$ cat config.mk
export PLATFORM = sky130hd
export DESIGN_NAME = split_line_fetch
export DESIGN_NICKNAME = d
export VERILOG_FILES = /design/src/rtl/split_line_fetch.sv
export SDC_FILE = /design/constraint.sdc
export NUM_CORES = 1
export LEC_CHECK = 0
export CELL_PAD_IN_SITES_DETAIL_PLACEMENT = 1
export CELL_PAD_IN_SITES_GLOBAL_PLACEMENT = 1
export CORE_AREA = 10 10 425 427
export CTS_BUF_LIST = sky130_fd_sc_hd__clkbuf_16
export DETAILED_ROUTE_END_ITERATION = 10
export DIE_AREA = 0 0 435 437
export PLACE_DENSITY_LB_ADDON = 0.1
export SLEW_MARGIN = 20
export SYNTH_ARGS = -nofsm -noshare
export SYNTH_HDL_FRONTEND = slang
export SYNTH_SLANG_ARGS = --single-unit
$ cat constraint.sdc
create_clock -name i_clk -period 13.8 [get_ports i_clk]
set_input_delay 2.76 -clock i_clk [delete_from_list [all_inputs] [get_ports i_clk]]
set_output_delay 2.76 -clock i_clk [all_outputs]
set_load 0.005 [all_outputs]
$ cat src/rtl/split_line_fetch.sv
// Fetches one video line from MPMC memory in bursts and emits it horizontally shifted, with
// black fill outside the source span. Define SPLIT_LINE_EDGE_REPLICATE_EN for edge replication.
module split_line_fetch #(
  parameter int unsigned LINE_PIXELS = 1024,
  parameter int unsigned BURST_LEN   = 16,
  parameter int unsigned FIFO_DEPTH  = 32
) (
  input  logic                           i_clk,
  input  logic                           i_rst,
  input  logic                           i_start,
  input  logic [31:0]                    i_line_addr,
  input  logic [31:0]                    i_x_off,
  input  logic [31:0]                    i_dir,
  output logic                           o_rd_req,
  output logic [31:0]                    o_rd_addr,
  output logic [$clog2(BURST_LEN):0]     o_rd_len,
  input  logic                           i_rd_ack,
  input  logic [31:0]                    i_rd_data,
  input  logic                           i_rd_valid,
  output logic [31:0]                    o_pix_data,
  output logic                           o_pix_valid,
  input  logic                           i_pix_ready,
  output logic [$clog2(LINE_PIXELS)-1:0] o_pix_x,
  output logic                           o_busy,
  output logic                           o_line_done
);
  localparam int unsigned XW = $clog2(LINE_PIXELS);
  localparam int unsigned CW = XW + 1;
  localparam int unsigned LW = $clog2(BURST_LEN) + 1;
  localparam int unsigned AW = $clog2(FIFO_DEPTH);  // FIFO_DEPTH is a power of two
  localparam int unsigned OW = AW + 1;
  localparam int unsigned SW = OW + 2;

  typedef enum logic [1:0] {StIdle, StSetup, StRun, StDone} state_e;

  state_e        r_state;
  logic [31:0]   r_line_addr, r_off;
  logic          r_dir, r_busy, r_line_done;
  logic [CW-1:0] r_x_lo, r_x_hi, r_src_next, r_req_left;
  logic [XW-1:0] r_x;
  logic [OW-1:0] r_inflight, r_occ;
  logic [AW-1:0] r_wr_ptr, r_rd_ptr;
  logic [31:0]   r_mem [FIFO_DEPTH];

  logic          w_off_ok, w_run, w_in_range, w_peek, w_hold, w_use_fifo, w_fifo_empty;
  logic          w_rd_req, w_rd_fire, w_push, w_pop, w_pix_fire, w_space_ok;
  logic [CW-1:0] w_x_ext;
  logic [LW-1:0] w_burst_len;
  logic [31:0]   w_head, w_fill;

  assign w_off_ok     = r_off < 32'(LINE_PIXELS);
  assign w_run        = r_state == StRun;
  assign w_x_ext      = {1'b0, r_x};
  assign w_in_range   = (w_x_ext >= r_x_lo) && (w_x_ext < r_x_hi);
  assign w_fifo_empty = r_occ == '0;
  assign w_head       = r_mem[r_rd_ptr];
  assign w_burst_len  = (r_req_left >= CW'(BURST_LEN)) ? LW'(BURST_LEN) : LW'(r_req_left);
  // Reserve room for everything already requested so returning data can never overflow.
  assign w_space_ok   = (SW'(r_occ) + SW'(r_inflight) + SW'(w_burst_len)) <= SW'(FIFO_DEPTH);
  assign w_rd_req     = w_run && (r_req_left != '0) && w_space_ok;
  assign w_rd_fire    = w_rd_req && i_rd_ack;
  assign w_push       = i_rd_valid && (r_state != StIdle);

`ifdef SPLIT_LINE_EDGE_REPLICATE_EN
  logic [31:0] r_last;
  // r_x_hi is zero only when the offset is out of range, which keeps black fill.
  assign w_peek = r_dir && (w_x_ext < r_x_lo);
  assign w_hold = !r_dir && (r_x_hi != '0) && (w_x_ext >= r_x_hi);
  assign w_fill = w_hold ? r_last : '0;

  always_ff @(posedge i_clk) begin
    if (i_rst) r_last <= '0;
    else if (w_pop) r_last <= w_head;
  end
`else
  assign w_peek = 1'b0;
  assign w_hold = 1'b0;
  assign w_fill = '0;
`endif

  assign w_use_fifo  = w_in_range || w_peek;
  assign o_pix_valid = w_run && (!w_use_fifo || !w_fifo_empty);
  assign o_pix_data  = !o_pix_valid ? '0 : (w_use_fifo ? w_head : w_fill);
  assign o_pix_x     = r_x;
  assign w_pix_fire  = o_pix_valid && i_pix_ready;
  assign w_pop       = w_pix_fire && w_in_range;

  assign o_rd_req    = w_rd_req;
  assign o_rd_addr   = w_rd_req ? (r_line_addr + (32'(r_src_next) << 2)) : '0;
  assign o_rd_len    = w_rd_req ? w_burst_len : '0;
  assign o_busy      = r_busy;
  assign o_line_done = r_line_done;

  always_ff @(posedge i_clk) begin
    if (i_rst) begin
      r_state     <= StIdle;
      r_line_addr <= '0;
      r_off       <= '0;
      r_dir       <= 1'b0;
      r_x_lo      <= '0;
      r_x_hi      <= '0;
      r_src_next  <= '0;
      r_req_left  <= '0;
      r_x         <= '0;
      r_busy      <= 1'b0;
      r_line_done <= 1'b0;
    end else begin
      r_line_done <= 1'b0;
      case (r_state)
        StIdle: begin
          if (i_start) begin
            r_line_addr <= i_line_addr;
            r_off       <= i_x_off;
            r_dir       <= |i_dir;
            r_busy      <= 1'b1;
            r_state     <= StSetup;
          end
        end
        StSetup: begin
          r_x <= '0;
          if (w_off_ok) begin
            r_req_left <= CW'(LINE_PIXELS) - r_off[CW-1:0];
            r_src_next <= r_dir ? '0 : r_off[CW-1:0];
            r_x_lo     <= r_dir ? r_off[CW-1:0] : '0;
            r_x_hi     <= r_dir ? CW'(LINE_PIXELS) : CW'(LINE_PIXELS) - r_off[CW-1:0];
          end else begin
            r_req_left <= '0;
            r_src_next <= '0;
            r_x_lo     <= '0;
            r_x_hi     <= '0;
          end
          r_state <= StRun;
        end
        StRun: begin
          if (w_rd_fire) begin
            r_src_next <= r_src_next + CW'(w_burst_len);
            r_req_left <= r_req_left - CW'(w_burst_len);
          end
          if (w_pix_fire) begin
            r_x <= r_x + XW'(1);
            if (r_x == XW'(LINE_PIXELS - 1)) begin
              r_state     <= StDone;
              r_line_done <= 1'b1;
            end
          end
        end
        StDone: begin
          r_busy  <= 1'b0;
          r_state <= StIdle;
        end
        default: r_state <= StIdle;
      endcase
    end
  end

  always_ff @(posedge i_clk) begin
    if (i_rst) begin
      r_inflight <= '0;
      r_occ      <= '0;
      r_wr_ptr   <= '0;
      r_rd_ptr   <= '0;
    end else begin
      r_inflight <= r_inflight + (w_rd_fire ? OW'(w_burst_len) : OW'(0))
                               - (w_push ? OW'(1) : OW'(0));
      if (w_push) r_wr_ptr <= r_wr_ptr + AW'(1);
      if (w_pop)  r_rd_ptr <= r_rd_ptr + AW'(1);
      case ({w_push, w_pop})
        2'b10:   r_occ <= r_occ + OW'(1);
        2'b01:   r_occ <= r_occ - OW'(1);
        default: r_occ <= r_occ;
      endcase
    end
  end

  always_ff @(posedge i_clk) begin
    if (w_push) r_mem[r_wr_ptr] <= i_rd_data;
  end

endmodule

---- Yosys cells after proc, flatten, opt, wreduce, memory -nomap -nowiden ----
Memory sizes are Yosys's and may differ from the RTL's. A register that Yosys moved wholly into a read port is not among the register bits.
Cells that the tools add are included.
word-level totals
  output and inout bits ................... 83
  input port bits ......................... 134
  word-level logic and storage cells ...... 103
  memory bits (writable) .................. 1024
  memories kept ........................... 1
  register bits ........................... 145
memory list
  memory  depth  width  rd ports  clocked after memory_dff  write ports  RTL line  text
  r_mem   32     32     1         1                         1            43        logic [31:0] r_mem [FIFO_DEPTH];
cells by class
  $lt $le $gt $ge ......................... 5
  multiplexer cells ....................... 32
  bitwise logic cells ..................... 2
  reductions and logical operators ........ 25
  $add $sub $neg .......................... 13
  equal/unequal tests ..................... 10
operator list
  cell                                                                count
  2-to-1 mux 11 bit                                                   9
  2-to-1 mux 32 bit                                                   3
  case mux 11 bit (2 select lines)                                    2
  adder 32 x 13 -> 32 bit                                             1
  < comparator 32 x 11 -> 1 bit, second input constant                1
  OR reduction 32 bit                                                 1
  2-to-1 mux 5 bit                                                    5
  case mux 10 bit (2 select lines)                                    1
  case mux 6 bit (2 select lines)                                     1
  adder 11 x 5 -> 11 bit                                              1
  greater-or-equal comparator 10 x 11 -> 1 bit                        1
  greater-or-equal comparator 11 x 5 -> 1 bit, second input constant  1
  < comparator 10 x 11 -> 1 bit                                       1
  nonzero test 11 bit                                                 1
  subtractor 11 bit, first input constant                             1
  subtractor 11 x 5 -> 11 bit                                         1
  adder 10 x 1 -> 10 bit, second input constant                       1
  adder 5 x 1 -> 5 bit, second input constant                         2
  == test 10 bit, second input constant                               1
  2-to-1 mux 10 bit                                                   1
  adder 7 x 5 -> 8 bit                                                1
  <= comparator 8 x 6 -> 1 bit, second input constant                 1
  logical AND 1 bit                                                   8
  case mux 2 bit (4 select lines)                                     1
  21 further kinds                                                    40

---- Logic depth before layout (Yosys ltp) ----
  depth in word-level cells ............... 9
  depth in mapped cells ................... 27
  mapped depth without buffers ............ 24

---- Worst setup path after synthesis ----
OpenSTA, ideal clock, no wires.
  path type ............................... reg2out
  start ................................... register r_req_left[4]
  end ..................................... output port o_rd_addr[18]
  data arrival time ....................... 3.801 ns
  required time ........................... 11.040 ns
  stages on the path, launching flop included .. 18
  buffers on the path ..................... 4
  path slack .............................. 7.239 ns
  path through ............................ dfxtp_1 nor4_2 and2_1 buf_2 nand2_1 inv_1 fa_1 ha_1 inv_1 fa_1 o2111ai_1 a21oi_1 a211oi_1 or2_0 clkbuf_1 buf_2 buf_2 nor2_1
between the ends
  word-level cells in the longest chain between the ends .. 6
  elaborated cells between the ends (all ways) .. 8
  classes of those cells .................. add/sub: 1; order compare: 2; mux: 2; reduce/logical: 3
ends and longest elaborated chain
  what                                         RTL line  text
  start, declared                              39        logic [CW-1:0] r_x_lo, r_x_hi, r_src_next, r_req_left;
  start signal, assigned                       122       r_req_left <= CW'(LINE_PIXELS) - r_off[CW-1:0];
  start signal, assigned                       137       r_req_left <= r_req_left - CW'(w_burst_len);
  greater-or-equal comparator 11 x 5 -> 1 bit  57        assign w_burst_len = (r_req_left >= CW'(BURST_LEN)) ? LW'(BURST_LEN) : LW'(r_req_left);
  2-to-1 mux 5 bit                             57
  adder 7 x 5 -> 8 bit                         59        assign w_space_ok = (SW'(r_occ) + SW'(r_inflight) + SW'(w_burst_len)) <= SW'(FIFO_DEPTH);
  <= comparator 8 x 6 -> 1 bit                 59
  logical AND 1 bit *                          60        assign w_rd_req = w_run && (r_req_left != '0) && w_space_ok;
  2-to-1 mux 32 bit *                          89        assign o_rd_addr = w_rd_req ? (r_line_addr + (32'(r_src_next) << 2)) : '0;
  end, declared                                15        output logic [31:0] o_rd_addr,
Every way passes the cells marked *; elsewhere a longest branch is shown, timed or not.

---- Worst setup path in the final report ----
  start ................................... register r_req_left[5]
  end ..................................... output port o_rd_len[0]
between the ends
  word-level cells in the longest chain between the ends .. 6
  elaborated cells between the ends (all ways) .. 8
  classes of those cells .................. add/sub: 1; order compare: 2; mux: 2; reduce/logical: 3
ends and longest elaborated chain
  what                                         RTL line  text
  greater-or-equal comparator 11 x 5 -> 1 bit  57
  2-to-1 mux 5 bit                             57
  adder 7 x 5 -> 8 bit                         59
  <= comparator 8 x 6 -> 1 bit                 59
  logical AND 1 bit                            60
  2-to-1 mux 5 bit *                           90        assign o_rd_len = w_rd_req ? w_burst_len : '0;
  end, declared                                16        output logic [$clog2(BURST_LEN):0] o_rd_len,
Marks and branches as above.

==> metrics.md <==
| Metric | Value |
|---|---|
| Synthesized area | about 48,000 um2 |
| Slowest-stage cell, CP | a211oi_1 |
| Critical path buffers and inverters | 5 |
| Hold Crit Class | reg -> reg |
| Worst relative slew slack | 25.6% |
| Worst Tran Pin Value | around 1100 ps |
| CTS Buffer Depth | 3 |
| Cell Area, Placed | roughly 53,000 um2 |
| I/O Buffers | 216 |
| Top cells by count, synth | edfxtp_1, mux4_2, nand2_1 |
| Routability cong. | 0.739 |
| Setup CP Type | reg -> out |
| Sequential area share after synthesis | a little over two thirds |
| Max Cap Viol | 0 |
| P&R area growth vs syn | 19.8% |
| Post-cts resize count | 0 |
| CP cell instances | nor4_2 > and2_1 > nand2_1 > inv_1 > fa_1 > ha_1 > inv_1 > fa_1 > o2111ai_1 > a21oi_1 > a211oi_1 > or2_1 > buf_4 > inv_1 > and3_1 > clkdlybuf4s50_1 |
| Final ANT Viol Nets | 0 |
| Clk_lat worst skew | about 800 ps |
| Syn. warnings | 0 |
| Startpoint class of the critical path | flip-flop |
| CTS Hold Bufs | 0 |
| Core ar. | roughly 170,000 um2 |
| Initial antenna violation count | 8 |
| Final Hold Viols | 0 |
| Tcrit/Tclk final | between 60% and 70% |
| Via density | just under 5 |
| CTS Sinks | approximately 1.2k |
| Prevailing post-synth register cell | edfxtp_1 |
| # IOs | about 220 |
| Initial Util | between 20 and 30% |
| Crit path top cell by count | inv_1 |
| Clock root buffer | clkbuf_16 |
| Final wirelength | ~150,000 um |
| Die Wd | about 440 um |
| CTS tree | done |
| Clock Skew | between 30 and 40 ps |
| Largest net degree at the start of global routing | 73 |
| Critical Path Sink Type | output pin |
| Count of final setup violators | 0 |
| Post-synthesis cell type count | 74 |
| TNS Setup | 0 ps |
| Leak Pwr | between 15 and 20 nW |
| Post-CTS Setup Repair Bufs | 0 |
| Flops & latches, synth | 1,174 |
| Final HPWL DP | between 80,000 and 90,000 um |
| DR vias | 26.0k |
| DIE AREA | 190,000 um2 |
| Post-Place Setup Slack | 5470 ps |
| Layout cell share with drive strength beyond 1 | 20.5% |
| Ys async rst share | 0% |
| Final Max Tran Viols | 0 |
| Outcome | finished clean |
| Initial DRC count | between 1.5k and 2k |
| Synth area leader | edfxtp_1 |
| Nets | ~3.2k |
| Maximum clock rate | 0.110 GHz |
| Worst hold slack | ~460 ps |
| First-pass GRT wire length | about 210,000 um |
| Gr usage total | between 10% and 20% |
| Number of synthesized flops with an enable pin | between 1k and 1.5k |
| Min Clock Period, post-route | roughly 9100 ps |
| WL/cell | roughly 27 um |
| CTS clock-pin slew for the worst setup and hold paths | roughly 50 ps |
| Most frequent cell after synthesis | edfxtp_1 |
| Req. time, crit path | approximately 11,000 ps |
| PwrDens | 151 nW/um2 |
| Syn avg cell area | between 15 and 20 um2 |
| Max VDD drop | ~0.11 mV |
| Slowest Stage Delay on Critical Path | 750 ps |
| Cells after Synth | ~2.7k |
| Core Rows | 152 |
| Pre-antenna DRT Iters | 5 |
| RSZ-0062 raised after global routing | false |
| Drt drc | 0 |
| Crit-path max FO | 32 |
| Grt total ovfl | 0 |
| Chip Height | between 400 and 500 um |
| Post-synth top area share | between 60% and 70% |
| Num CTS Buffers | 140 |
| Worst R2R Setup Slack | between 7000 and 8000 ps |
| Arrival time worst endpoint | approximately 6300 ps |
| Finished Cell Area | 57,300 um2 |
| Synth area leaders | edfxtp_1, mux4_2, dfxtp_1, ha_1, nand2_1 |
| CP top delay family | simple AND/OR/NAND/NOR gates |
| Setup ws final | between 4000 and 5000 ps |
| Vias in the first global route | approximately 29k |
| Htree depth | 4 |
| Syn_nets | between 2k and 3k |
[worst reg2reg max path: stages (launching register included)]
cell       delay [ps]
dfxtp_1           360
nor4_2            550
and2_1            480
nand2_1           190
inv_1             150
fa_1              440
ha_1              230
inv_1             110
fa_1              430
o2111ai_1         110
a21oi_1           100
a211oi_1          750
or2_1             210
buf_4             320
inv_1             370
nand3_1           240
ha_1              250
inv_1              90
ha_1              230
a21o_1            160
a21oi_1           240
o21bai_1          100
a21oi_1           180
xnor2_1           130
nor2_1             60
[power by group]
group          internal [W]  total, W  switching [W]
registers           0.00397   0.00408       0.000108
clock network       0.00206   0.00355        0.00149
logic              0.000381   0.00103       0.000647
[flip-flops by register name, indices dropped and copies added, names as in the netlist, named ones only]
signal       count
r_occ            6
o_line_done      1
r_mem         1024
r_inflight       6
r_rd_ptr         5
r_dir            1
r_req_left      11
r_state          2
r_wr_ptr         5
r_x_lo          11
o_busy           1
o_pix_x         10
r_src_next      11
r_line_addr     32
r_off           32
r_x_hi          11
[per-layer routing]
layer  track usage, %  wire length, um
met5                0               38
met4             4.26             3370
met3             2.71             6100
met2             25.6            72300
met1             19.9            64700
[metrics by stage]
stage	std cells	utilization (%)	total power, W
after floorplan	2677	-	0.00477
after global placement	5119	30.9	0.00517
after detailed placement	5119	30.9	0.00521
after CTS	5362	33.5	0.00880
after global routing	5363	33.4	0.00905
final	5364	33.5	0.00866
[placed cells by master (no fill, tap or decap), drive strengths merged, types with 12 or more instances in the layout]
master         count
inv               93
a21o              12
clkinv            55
nor2b             12
nand2b            18
xnor2             22
a21oi            127
clkbuf           146
mux2i             34
xor2              27
nand4             22
a211oi            16
nor4              18
clkdlybuf4s50    203
edfxtp          1024
nor3              14
nand3             36
mux4             320
dfxtp            150
o21ai             41
or3               13
buf               67
ha                68
nor2             169
nand2            194
and3              19
[final timing paths]
| check | from | to | cells after the start |
|---|---|---|---|
| worst max-delay path | r_req_left[5] | o_rd_len[0] | 16 |
| worst min-delay path | r_off[16] | r_off[16] | 2 |
| worst max register to register | r_req_left[5] | r_inflight[5] | 24 |
| worst min register to register | r_off[16] | r_off[16] | 2 |
[area by class of cell]
| class | instances | area [um2] |
|---|---|---|
| Inverter | 60 | 225 |
| Multi-Input combinational cell | 1305 | 13500 |
| Fill cell | 17200 | 114000 |
| Antenna cell | 2 | 5.00 |
| Clock buffer | 146 | 3650 |
| Clock inverter | 97 | 728 |
| Tap cell | 2310 | 2890 |
| Sequential cell | 1174 | 33800 |
| Timing Repair Buffer | 270 | 2510 |
[cell families after synthesis]
group | after synthesis | synth area share (%)
simple gates | 556 | 5.40
mux | 356 | 15.8
other cells | 1 | 0.00784
buf+inv | 198 | 1.67
fa+ha+maj | 78 | 2.20
compound gates | 265 | 3.43
flops | 1174 | 70.6
xor+xnor | 49 | 0.897
No activity file was read; power rests on OpenSTA's default activity.
